==> config.mk <==
export PLATFORM = sky130hd
export DESIGN_NAME = count_month
export DESIGN_NICKNAME = d
export VERILOG_FILES = /design/src/rtl/clock_pkg.sv /design/src/rtl/month_class_decode.sv /design/src/rtl/count_month.sv
export SDC_FILE = /design/constraint.sdc
export NUM_CORES = 1
export LEC_CHECK = 0
export CORE_MARGIN = 5
export CORE_UTILIZATION = 35
export DETAILED_ROUTE_END_ITERATION = 10
export GPL_TIMING_DRIVEN = 1
export SYNTH_ARGS = -nofsm -noshare
export SYNTH_HDL_FRONTEND = slang
export SYNTH_SLANG_ARGS = --single-unit
==> constraint.sdc <==
create_clock -name clk -period 4.5 [get_ports clk]
set_input_delay 0.9 -clock clk [delete_from_list [all_inputs] [get_ports clk]]
set_output_delay 0.9 -clock clk [all_outputs]
set_load 0.01 [all_outputs]
==> src/rtl/clock_pkg.sv <==
// Shared definitions for the calendar counters (day, month, year).
// Holds the legal month range, the 31/30-day month lists and the BCD
// digit type used by every counter that shows a two-digit field.
package clock_pkg;

  localparam logic [7:0] MONTH_MIN = 8'd1;
  localparam logic [7:0] MONTH_MAX = 8'd12;
  localparam logic [7:0] FEB       = 8'd2;

  // Bit n is set when month n has 31 days (bit 0 is unused).
  // Months 01,03,05,07,08,10,12.
  localparam logic [15:0] MONTH31_MASK = 16'b0001_0101_1010_1010;
  // Bit n is set when month n has 30 days. Months 04,06,09,11.
  localparam logic [15:0] MONTH30_MASK = 16'b0000_1010_0101_0000;

  typedef logic [3:0] bcd_digit_t;

  // Binary value of a two-digit BCD field.
  function automatic logic [7:0] bcd_to_bin(input bcd_digit_t ten, input bcd_digit_t unit);
    return ({4'd0, ten} * 8'd10) + {4'd0, unit};
  endfunction

endpackage

==> src/rtl/month_class_decode.sv <==
// Combinational month classifier: {ten,unit} -> 31-day / 30-day / February
// flags plus a legality flag. The three class flags are one-hot for a legal
// month and all clear for anything outside 01..12 or with a unit digit > 9.
module month_class_decode
  import clock_pkg::*;
#(
  parameter int UNIT_W = 4,
  parameter int TEN_W  = 1
) (
  input  logic [UNIT_W-1:0] unit,
  input  logic [TEN_W-1:0]  ten,
  output logic              is_31,
  output logic              is_30,
  output logic              is_feb,
  output logic              legal
);

  logic [7:0] month_num;

  // Classify the month value; flags stay clear unless the value is legal.
  // NOTE: every output gets a default first so no path leaves it unassigned (no latch).
  always_comb begin
    month_num = bcd_to_bin(bcd_digit_t'(ten), bcd_digit_t'(unit));
    legal     = (unit <= UNIT_W'(9)) && (month_num >= MONTH_MIN) && (month_num <= MONTH_MAX);
    is_31     = 1'b0;
    is_30     = 1'b0;
    is_feb    = 1'b0;
    if (legal) begin
      is_31  = MONTH31_MASK[month_num[3:0]];
      is_30  = MONTH30_MASK[month_num[3:0]];
      is_feb = (month_num == FEB);
    end
  end

endmodule

==> src/rtl/count_month.sv <==
// BCD month counter 01..12, fed by the day counter's end-of-month pulse.
// Steps up/down in set mode, feeds the month-length flags back to the day
// counter and emits a one-cycle year carry on the 12 -> 01 run-mode wrap.
// Optional build macro MONTH_LOAD_EN adds a parallel load port.
module count_month
  import clock_pkg::*;
#(
  parameter int MAX_DISPLAY_UNIT = 4,
  parameter int MAX_DISPLAY_TEN  = 1
) (
  input  logic                        clk,
  input  logic                        rst,
  input  logic                        en_m,
  input  logic                        up,
  input  logic                        down,
`ifdef MONTH_LOAD_EN
  input  logic                        load,
  input  logic [MAX_DISPLAY_UNIT-1:0] load_unit,
  input  logic [MAX_DISPLAY_TEN-1:0]  load_ten,
`endif
  output logic [MAX_DISPLAY_UNIT-1:0] month_unit,
  output logic [MAX_DISPLAY_TEN-1:0]  month_ten,
  output logic                        TO,
  output logic                        T,
  output logic                        TN,
  output logic                        pulse_m
);

  logic [MAX_DISPLAY_UNIT-1:0] unit_q;
  logic [MAX_DISPLAY_TEN-1:0]  ten_q;
  logic                        legal;
  logic                        is_dec;
  logic                        is_jan;
  logic                        load_req;
  logic                        step_up;
  logic                        step_down;

  month_class_decode #(
    .UNIT_W (MAX_DISPLAY_UNIT),
    .TEN_W  (MAX_DISPLAY_TEN)
  ) u_decode (
    .unit   (unit_q),
    .ten    (ten_q),
    .is_31  (TO),
    .is_30  (T),
    .is_feb (TN),
    .legal  (legal)
  );

`ifdef MONTH_LOAD_EN
  assign load_req = load;
`else
  assign load_req = 1'b0;
`endif

  assign is_dec    = (ten_q == MAX_DISPLAY_TEN'(1)) && (unit_q == MAX_DISPLAY_UNIT'(2));
  assign is_jan    = (ten_q == MAX_DISPLAY_TEN'(0)) && (unit_q == MAX_DISPLAY_UNIT'(1));
  assign step_up   = en_m || (up && !down);
  assign step_down = !en_m && down && !up;

  // Year carry is only raised by a run-mode advance out of December.
  assign pulse_m    = en_m && is_dec && !load_req;
  assign month_unit = unit_q;
  assign month_ten  = ten_q;

  // Month register: recovery > load > advance/up > down > hold.
  // NOTE: state is updated with non-blocking assignments so every flop samples pre-edge values.
  always_ff @(posedge clk or posedge rst) begin
    if (rst) begin
      ten_q  <= '0;
      unit_q <= MAX_DISPLAY_UNIT'(1);
    end else if (!legal) begin
      ten_q  <= '0;
      unit_q <= MAX_DISPLAY_UNIT'(1);
    end
`ifdef MONTH_LOAD_EN
    else if (load) begin
      ten_q  <= load_ten;
      unit_q <= load_unit;
    end
`endif
    else if (step_up) begin
      if (is_dec) begin
        ten_q  <= '0;
        unit_q <= MAX_DISPLAY_UNIT'(1);
      end else if (unit_q == MAX_DISPLAY_UNIT'(9)) begin
        ten_q  <= ten_q + MAX_DISPLAY_TEN'(1);
        unit_q <= '0;
      end else begin
        unit_q <= unit_q + MAX_DISPLAY_UNIT'(1);
      end
    end else if (step_down) begin
      if (is_jan) begin
        ten_q  <= MAX_DISPLAY_TEN'(1);
        unit_q <= MAX_DISPLAY_UNIT'(2);
      end else if (unit_q == '0) begin
        ten_q  <= ten_q - MAX_DISPLAY_TEN'(1);
        unit_q <= MAX_DISPLAY_UNIT'(9);
      end else begin
        unit_q <= unit_q - MAX_DISPLAY_UNIT'(1);
      end
    end
  end

endmodule
==> reports/results.md <==
* 3.60 ns — data required time at the worst endpoint
* 0.24 ns — Worst-Skew Late Latency
* 100% — proportion of register bits with asynchronous set or reset after synthesis
* 2190 um2 — Floorplan Core Area
* 0 ns — sum of negative setup slack
* 0 — Hold-fix buffers, CTS
* 15.2% — fraction of final layout cells with drive strength greater than 1
* 0 — initial antenna violation count
* 0.709 ns — Worst Setup Slack, final
* 6 — logic depth of the worst register-to-register path
* 25 — pin count of the biggest net entering global routing
* dfrtp_1 — top flip-flop cell by instance count after synthesis
* month_ten — hold wc startpoint
* 0.62 ns — largest stage delay on the critical path
* output port — CP endpoint kind
* 0 — cts repair resizes
* dfrtp_1 13%, ha_1 4.7%, buf_2 4.4% — dominant cells by area after synthesis
* 15 — highest net fanout along the worst path
* 57.8 um — die width
* 84.2% — final period utilization
* 2.32 ns — reg2reg setup slack
* 17 — total number of placement rows
* 8.23 um2 — mean instance size in the synthesized netlist
* 4.70% — post-synthesis adder-cell area fraction
* 0 — Post-route DRC
* 2 — maximum number of buffers from clock root to sink
* 3 — Inserted Clock Buffers
* 3080 um — wire length of the first global-routing pass
* 23 — DRC violation total after the first TritonRoute iteration
* 6.43% — xor and xnor area share after synthesis
* 105 — number of nets in the synthesized netlist
* 13 — IO Port Bufs
* 0 — yosys warns
* 0 — final hold viol count
* 0 — total global routing overflow
* month_unit[3] — Crit Reg-Reg Startpoint
* 61.5% — Max-Slew Margin vs Limit
* 28.2% — area fraction in compound gates after synthesis
* 670 — via count of the first global-routing pass
* no — setup repair after global routing missed its margin
* 1 — deepest level of the CTS H-tree
* 1840 um — total length of routed wires
* 16.8% — area growth from synthesis to layout
* 0 — final max-slew violation count
* finished, final reports clean — outcome
* 114 — nets@finish
* 2.51% — multiplexer fraction of the synthesized cell area
* 0.000432 V — Worst IR Drop VDD
* 14 — number of ports placed on the die boundary
* 682 nW/um2 — power density cells
* 0.382 nW — leakage power of the design
* 3340 um2 — Die Outline Area
* 0 — number of maximum-capacitance constraint violations
* 4 — First-pass DRT Iterations
* 0.04 ns — clock transition at the registers of the reported paths
* 0.763 — final weighted congestion of routability-driven global placement
* 33.2% — area share of and/or/nand/nor cells after synthesis
* 15.8% — Seq/Total Area, Yosys
* flop — kind of launch point of the worst setup path
* 42.5% — core utilization of the finished layout
* 5.65 — detail-routed via count per cell
* 11.7% — global router's overall resource usage
* 2 — worst hold path stage count
* 264 MHz — upper clock frequency limit
* dfrtp_1 — cell with the biggest individual delay on the critical path
* 5 — FF+latch count, synth
* month_unit[1] — reg-to-reg critical path endpoint
* 751 — number of vias after detailed routing
* 0.000655 ns — Clock Skews
* 0 — remaining antenna violation count after routing
* 0 — number of diodes
* simple AND/OR/NAND/NOR gates — combinational family with the most area after synthesis
* 0 — post-CTS setup buffer count
* month_ten — end point of the most critical hold path
* 1330 um — Detailed Place HPWL
* 228 — fillcell total
* done — TritonCTS clock tree
* clkbuf_4 — cell at the root of the clock tree
* reg -> reg — Hold Path Class
* 57.8 um — Die Ht
* dfrtp_1 — library cell occupying the most area in the post-synthesis netlist
* 13.8 um — wire per inst
* 2.89 ns — WP data arrival
* 798 um2 — Post-Synthesis Cell Area
* 3.79 ns — crit path time final
* 0 — setup-violating endpoint count in the final report
* 46 — distinct cell type count after synthesis
* ha_1, xnor2_2, nor3_1, o22ai_1, nand4b_2, a2111oi_2, clkdlybuf4s50_1 — CP Cell Sequence
* 0.979 ns — setup slack at placement
* 0.576 ns — worst-margin pin slew
* 12.5% — area share of the largest cell type after synthesis
* 5 — number of clock sinks
* 97 — Synth Instances
* 36.4% — initial core utilization
* reg -> out — category of the most critical setup path
* 0 — Post-synth EDFFs
-- final cells by class --
type                    instances  area, um2  area share, %
clock buffers                   4       26.3           2.82
inverters                       4       15.0           1.61
multi-input cells              79        599           64.3
flip-flops and latches          5        126           13.6
well taps                      28       35.0           3.76
repair buffers                 13        130           14.0
-- worst max path at each step --
stage,startpoint,end,slack (ns),cells after the start
2_1_floorplan,month_ten,TO,1.72,7
3_3_place_gp,month_unit[3],TO,1.05,7
3_5_place_dp,month_unit[3],TO,0.98,7
4_1_cts,month_unit[3],TO,0.70,7
5_1_grt,month_unit[3],TO,0.49,7
6_report,month_unit[3],TO,0.71,7
-- flip-flops by register name (all words and copies together), names as in the netlist --
| signal | cells |
|---|---|
| month_ten | 1 |
| month_unit | 4 |
-- Yosys cell counts (all sizes together) (2+ instances only) --
master / instances
o21ai: 2
a31oi: 2
buf: 9
o31ai: 2
o221ai: 2
nor2: 8
o22ai: 2
dfrtp: 4
xor2: 3
nor4: 2
and4b: 2
ha: 3
nand2b: 4
nand2: 8
a211oi: 2
a21oi: 5
and3: 3
xnor2: 2
nor3: 6
mux2i: 2
inv: 4
-- layer usage --
layer / global-route usage, % / part of all wire, % / up-vias
li1: - / - / 382
met1: 16.4 / 47 / 352
met2: 17.4 / 48 / 13
met3: 0.668 / 2.9 / 4
met4: 6.95 / 2.2 / 0
met5: 0 / 0 / -
-- critical path: cells and delay by family, from the launching register on --
kind	cells	cell delay, ns
buf+inv	1	0.59
compound gates	2	0.42
fa+ha+maj	1	0.43
flops	1	0.62
simple gates	2	0.33
xor+xnor	1	0.26
-- layout by cell type, fill, tap and decap left out, types with 2 or more instances in the layout --
master,synthesis,final
a211oi_2,2,2
dfrtp_1,4,4
ha_1,3,3
inv_2,2,2
and4b_1,2,2
and3_1,3,3
mux2i_1,2,2
nor2_1,7,7
o21ai_1,2,2
o221ai_1,2,2
nand2b_1,4,4
o22ai_1,2,2
a31oi_1,2,2
nand2_1,8,8
a21oi_1,5,5
clkbuf_4,0,3
nor3_1,5,5
nor4_1,2,2
xor2_1,3,3
inv_1,2,2
clkdlybuf4s50_1,0,13
o31ai_1,2,2
-- stage by stage --
stage	cells	power, W	hold slack, ns	cell area [um2]
floorplan	97	0.000457	0.678	798
global placement	129	0.000585	0.747	906
detailed placement	129	0.000587	0.756	906
CTS	133	0.000643	0.771	932
global route	133	0.000693	0.820	932
finish	133	0.000636	0.758	932
-- power breakdown --
group           total, W  internal, W  switching [W]
registers       0.000146    0.0000677      0.0000779
clock network  0.0000504    0.0000334      0.0000170
logic           0.000440     0.000231       0.000209
-- cells by family after synthesis --
logic type	Yosys count
buffers and inverters	13
AOI/OAI and AO/OA	28
xor gates and xnor gates	5
DFF	5
adders and majority gates	3
muxes	2
and+or+nand+nor	41
Power figures use the tool's default switching activity.
